### src/rtl/rs5_plic.sv
// rs5_plic: platform-level interrupt controller with per-source priority/enable,
// a global threshold, level gateways and a single claim/complete slot driving mei.
module rs5_plic #(
    parameter int i_cnt = 1
) (
    input  logic             clk,
    input  logic             reset,
    input  logic             en_i,
    input  logic [3:0]       we_i,
    input  logic [23:0]      addr_i,
    input  logic [31:0]      data_i,
    output logic [31:0]      data_o,
    input  logic [i_cnt-1:0] irq_i,
    input  logic             iack_i,
    output logic [i_cnt-1:0] iack_o,
    output logic             irq_o
);
    localparam logic [21:0] w_pend  = 22'h000400;
    localparam logic [21:0] w_en    = 22'h000800;
    localparam logic [21:0] w_thr   = 22'h080000;
    localparam logic [21:0] w_claim = 22'h080001;

    logic [2:0]       prio_q [i_cnt];
    logic [2:0]       prio_d [i_cnt];
    logic [i_cnt-1:0] enable_q, enable_d, pending_q, pending_d;
    logic [i_cnt-1:0] closed_q, closed_d, iack_q, iack_d;
    logic [2:0]       thresh_q, thresh_d, best;
    logic [4:0]       claim_q, claim_d, cand;
    logic [31:0]      data_q, data_d, rdata;
    logic [21:0]      word;
    logic             wr, rd, complete, take;

    assign word     = addr_i[23:2];
    assign wr       = en_i && (we_i != 4'b0);
    assign rd       = en_i && (we_i == 4'b0);
    assign complete = wr && we_i[0] && (word == w_claim) && (claim_q != 5'd0) && (data_i[4:0] == claim_q);
    assign take     = iack_i && (cand != 5'd0) && (claim_q == 5'd0) && !complete;
    assign irq_o    = (cand != 5'd0) && (claim_q == 5'd0);
    assign data_o   = data_q;
    assign iack_o   = iack_q;

    // Strict '>' keeps the lowest ID on priority ties; starting at the threshold masks prio <= threshold.
    always_comb begin
        cand = 5'd0;
        best = thresh_q;
        for (int k = 0; k < i_cnt; k++)
            if (pending_q[k] && enable_q[k] && prio_q[k] > best) begin
                best = prio_q[k];
                cand = 5'(k + 1);
            end
    end

    always_comb begin
        rdata = 32'd0;
        for (int k = 0; k < i_cnt; k++)
            if (word == 22'(k + 1)) rdata = {29'd0, prio_q[k]};
        if (word == w_pend)  rdata = 32'({pending_q, 1'b0});
        if (word == w_en)    rdata = 32'({enable_q, 1'b0});
        if (word == w_thr)   rdata = {29'd0, thresh_q};
        if (word == w_claim) rdata = {27'd0, claim_q};
    end

    always_comb begin
        prio_d    = prio_q;
        enable_d  = enable_q;
        pending_d = pending_q;
        closed_d  = closed_q;
        iack_d    = '0;
        for (int k = 0; k < i_cnt; k++) begin
            if (wr && we_i[0] && word == 22'(k + 1)) prio_d[k] = data_i[2:0];
            if (wr && word == w_en && we_i[(k + 1) / 8]) enable_d[k] = data_i[k + 1];
            if (irq_i[k] && !closed_q[k] && !pending_q[k]) begin
                pending_d[k] = 1'b1;
                closed_d[k]  = 1'b1;
            end
            if (take && cand == 5'(k + 1)) begin
                pending_d[k] = 1'b0;
                iack_d[k]    = 1'b1;
            end
            if (complete && claim_q == 5'(k + 1)) closed_d[k] = 1'b0;
        end
        thresh_d = (wr && we_i[0] && word == w_thr) ? data_i[2:0] : thresh_q;
        claim_d  = complete ? 5'd0 : take ? cand : claim_q;
        data_d   = rd ? rdata : data_q;
    end

    always_ff @(posedge clk or negedge reset) begin
        if (!reset) begin
            for (int k = 0; k < i_cnt; k++) prio_q[k] <= 3'd0;
            enable_q  <= '0;
            pending_q <= '0;
            closed_q  <= '0;
            iack_q    <= '0;
            thresh_q  <= 3'd0;
            claim_q   <= 5'd0;
            data_q    <= 32'd0;
        end else begin
            prio_q    <= prio_d;
            enable_q  <= enable_d;
            pending_q <= pending_d;
            closed_q  <= closed_d;
            iack_q    <= iack_d;
            thresh_q  <= thresh_d;
            claim_q   <= claim_d;
            data_q    <= data_d;
        end
    end
endmodule

### config.mk
export PLATFORM = sky130hd
export DESIGN_NAME = rs5_plic
export DESIGN_NICKNAME = d
export VERILOG_FILES = /design/src/rtl/rs5_plic.sv
export SDC_FILE = /design/constraint.sdc
export NUM_CORES = 1
export LEC_CHECK = 0
export ABC_AREA = 0
export CORE_MARGIN = 5
export CORE_UTILIZATION = 32
export DETAILED_ROUTE_END_ITERATION = 6
export PLACE_DENSITY = 0.92
export SYNTH_ARGS = -nofsm -noshare
export SYNTH_HDL_FRONTEND = slang
export SYNTH_SLANG_ARGS = --single-unit
### constraint.sdc
create_clock -name clk -period 1.6 [get_ports clk]
set_input_delay 0.48 -clock clk [delete_from_list [all_inputs] [get_ports clk]]
set_output_delay 0.48 -clock clk [all_outputs]
set_load 0.01 [all_outputs]
==> impl_metrics.tcl <==
set metrics [dict create \
    p_sw_uw 241 \
    die_area_um2 4910 \
    crit_path_end_kind "primary output" \
    finalHoldViolations 0 \
    wirelength_um 3800 \
    io_buffer_count 40 \
    violations "negative setup slack" \
    hold_ws_ns 0.492 \
    initialDrtViolationCount 27 \
    coreArea_um2 3420 \
    clock_power_share 0.264 \
    gp_congestion 0.924 \
    p_int_uw 549 \
    fin_skew_ns 0.00297 \
    grt_pass1_wl_um 5400 \
    postLayoutSetupSlackWorst_ns -0.381 \
    p_leak_nw 0.937 \
    rows 21 \
    ir_drop_v 0.000193 \
    routedWlPerCell_um 15.3 \
    io_pins 99 \
    ctsHoldBuffers 0 \
    worst_ep_arrival_time_ns 1.50 \
    avgSynthCellArea_um2 9.32 \
    antenna_left 0 \
    drc 0 \
    synth-edff-count 0 \
    dr.pass1.iters 4 \
    hold_class "primary input to async pin" \
    drv_slew 0 \
    setup_viol 6 \
    async_flop_share 1.00 \
    synthesis.area_um2 1160 \
    critical_path.slowest_cell "dfrtp_1" \
    cts_buffers 3 \
    cp.required_ns 1.12 \
    grt_use_total 0.132 \
    first_global_vias 1188 \
    grt_overflow 0 \
    place_inst 236 \
    dpl.hpwl_um 2650 \
    max_clock_freq_mhz 505 \
    power_frac_seq 0.450 \
    viasPerCell 4.76 \
    cap_violations 0 \
    worst_path_largest_cell_delay_ns 0.39 \
    path_cells "ha_1 -> nand3_2 -> nand4b_1 -> a21oi_2 -> buf_2" \
    initial_utilization 0.338 \
    period_share 1.24 \
    status "finished, violations left" \
    vias 1181 \
    root_buffer "clkbuf_4" \
    powerDensity_nw_per_um2 393 \
    synth.yosys.seq_area_share 0.303 \
    antenna_cells 0 \
    path_depth 5 \
    cp-start-kind "flip-flop" \
    combinationalPowerShare 0.285 \
    swShare 0.305 \
    htreeDepth 1 \
    synth_ff_type "dfrtp_1" \
    die_y_um 70.1 \
    drive_gt1_frac 0.510 \
    ys_ff_latch 14 \
    yosys_warnings 0 \
    antenna_found_initial 0 \
    cts_sinks 14 \
    cts_tree "yes" \
    fin_crit_ns 1.98 \
    crit_family "flip-flops" \
    path_max_fanout 2 \
    clkTransAtPathRegs_ns 0.08 \
    syn_to_final_growth_pct 73.9 \
    layout.nets 272 \
    die_x_um 70.1 \
    worstRegToRegCells 7 \
    clock_latency_ns 0.29 \
    layoutNonFillerInstCount 248 \
    rsz0062_at_grt "yes" \
    grt_max_degree 15 \
    crit_type "flip-flop to primary output" \
    fill_cells 277 \
    synthDistinctLibCells 39 \
    cts_buffer_depth 2 \
    cp_num_buf_inv 1 \
    netlist_instances 124 \
]
-- path summary, 6_finish.rpt --
| path | start | end | slack, ns |
|---|---|---|---|
| setup / recovery | thresh_q[0] | irq_o | -0.38 |
| min in group clk | data_o[0] | data_o[0] | 0.51 |
| max in group asynchronous | reset | prio_q[0] | 0.94 |
| setup reg to reg | thresh_q[0] | claim_q[0] | -0.02 |
| hold reg to reg | data_o[0] | data_o[0] | 0.51 |
| hold / removal | reset | iack_o | 0.49 |
-- cell usage after synthesis (2+ instances only) --
library cell / instances / area, um^2
a21oi_1: 3 / 15.0
nor2b_1: 2 / 12.5
o21ai_0: 2 / 10.0
nor3_2: 2 / 20.0
nand4b_1: 2 / 17.5
nand3_1: 4 / 20.0
nand2b_1: 2 / 12.5
nand2_1: 5 / 18.8
buf_4: 30 / 225
mux2_1: 6 / 67.6
ha_1: 3 / 37.5
inv_1: 7 / 26.3
nor3_1: 3 / 15.0
and3b_2: 2 / 20.0
nand4_1: 4 / 25.0
dfrtp_1: 14 / 350
o31ai_1: 2 / 15.0
nor2_1: 2 / 7.51
nor4_1: 9 / 56.3
-- cells by family after synthesis --
family,Yosys count,share of synthesized area
AO/OA/AOI/OAI,16,0.0985
adder cells (fa/ha/maj),3,0.0325
buffers and inverters,37,0.218
flip-flops,14,0.303
multiplexers,7,0.0682
other,1,0.00324
AND/OR/NAND/NOR,46,0.277
-- placed cells by master, fill, tap and decap left out, types with 3 or more instances in the layout --
cell type / Yosys / routed
dlygate4sd2_1: 0 / 5
nand4_1: 4 / 4
clkdlybuf4s50_1: 0 / 14
buf_6: 0 / 7
nand2_1: 5 / 3
buf_4: 30 / 35
nor4_4: 0 / 6
inv_1: 7 / 5
nor3_2: 2 / 3
clkdlybuf4s15_1: 0 / 3
conb_1: 1 / 29
dfrtp_1: 14 / 14
nand3_1: 4 / 3
nor3_4: 1 / 3
buf_2: 0 / 4
clkbuf_2: 0 / 7
mux2_4: 0 / 7
clkbuf_4: 0 / 3
-- through the flow --
| step | instance area (um^2) | util | setup TNS, ns | setup WS, ns | total power, mW |
|---|---|---|---|---|---|
| 3_5_place_dp | 1760 | 0.515 | -7.60 | -0.665 | 0.568 |
| 4_1_cts | 1880 | 0.551 | -1.01 | -0.419 | 0.761 |
| 6_report | 2010 | 0.589 | -0.701 | -0.381 | 0.790 |
| 3_3_place_gp | 1760 | 0.515 | -7.11 | -0.614 | 0.563 |
| 5_1_grt | 2010 | 0.589 | -0.994 | -0.456 | 0.825 |
| 2_1_floorplan | 1320 | - | -0.772 | -0.140 | 0.474 |
-- layer usage --
metal  wire length (um)  part of all wire  global-route usage  vias up
li1                   -                 -                   -      558
met1               1380              0.36               0.149      576
met2               2180              0.57               0.252       45
met3                205             0.054              0.0158        2
met4                 27            0.0071              0.0468        0
met5                  0                 0                   0        -
-- power groups by stage --
stage / clock network, mW / logic (mW) / registers (mW)
final: 0.209 / 0.225 / 0.356
after global placement: 0 / 0.201 / 0.362
after floorplan: 0 / 0.111 / 0.363
after global routing: 0.229 / 0.240 / 0.356
after detailed placement: 0 / 0.205 / 0.363
after CTS: 0.202 / 0.203 / 0.355
-- layout make-up --
class                      instances  area, um^2  area share
sequential                        14         350       0.174
inverter                           7        26.3      0.0131
timing repair buffer              77         634       0.315
tap                               46        57.6      0.0286
clock buffer                       3        22.5      0.0112
multi-input combinational        101         920       0.457
-- state kept, by name (all words and copies together) (netlist names) --
name / count
closed_q: 1
iack_o: 1
claim_q: 1
thresh_q: 3
data_o: 3
enable_q: 1
pending_q: 1
prio_q: 3
-- what timing repair did --
action                                  4_1_cts  5_1_grt
pin swaps                                    19       21
buffers inserted                              5        5
gates cloned                                  0        0
resized for setup                            72       48
endpoints found under the setup margin       17       15
No activity file was read; power rests on OpenSTA's default activity.
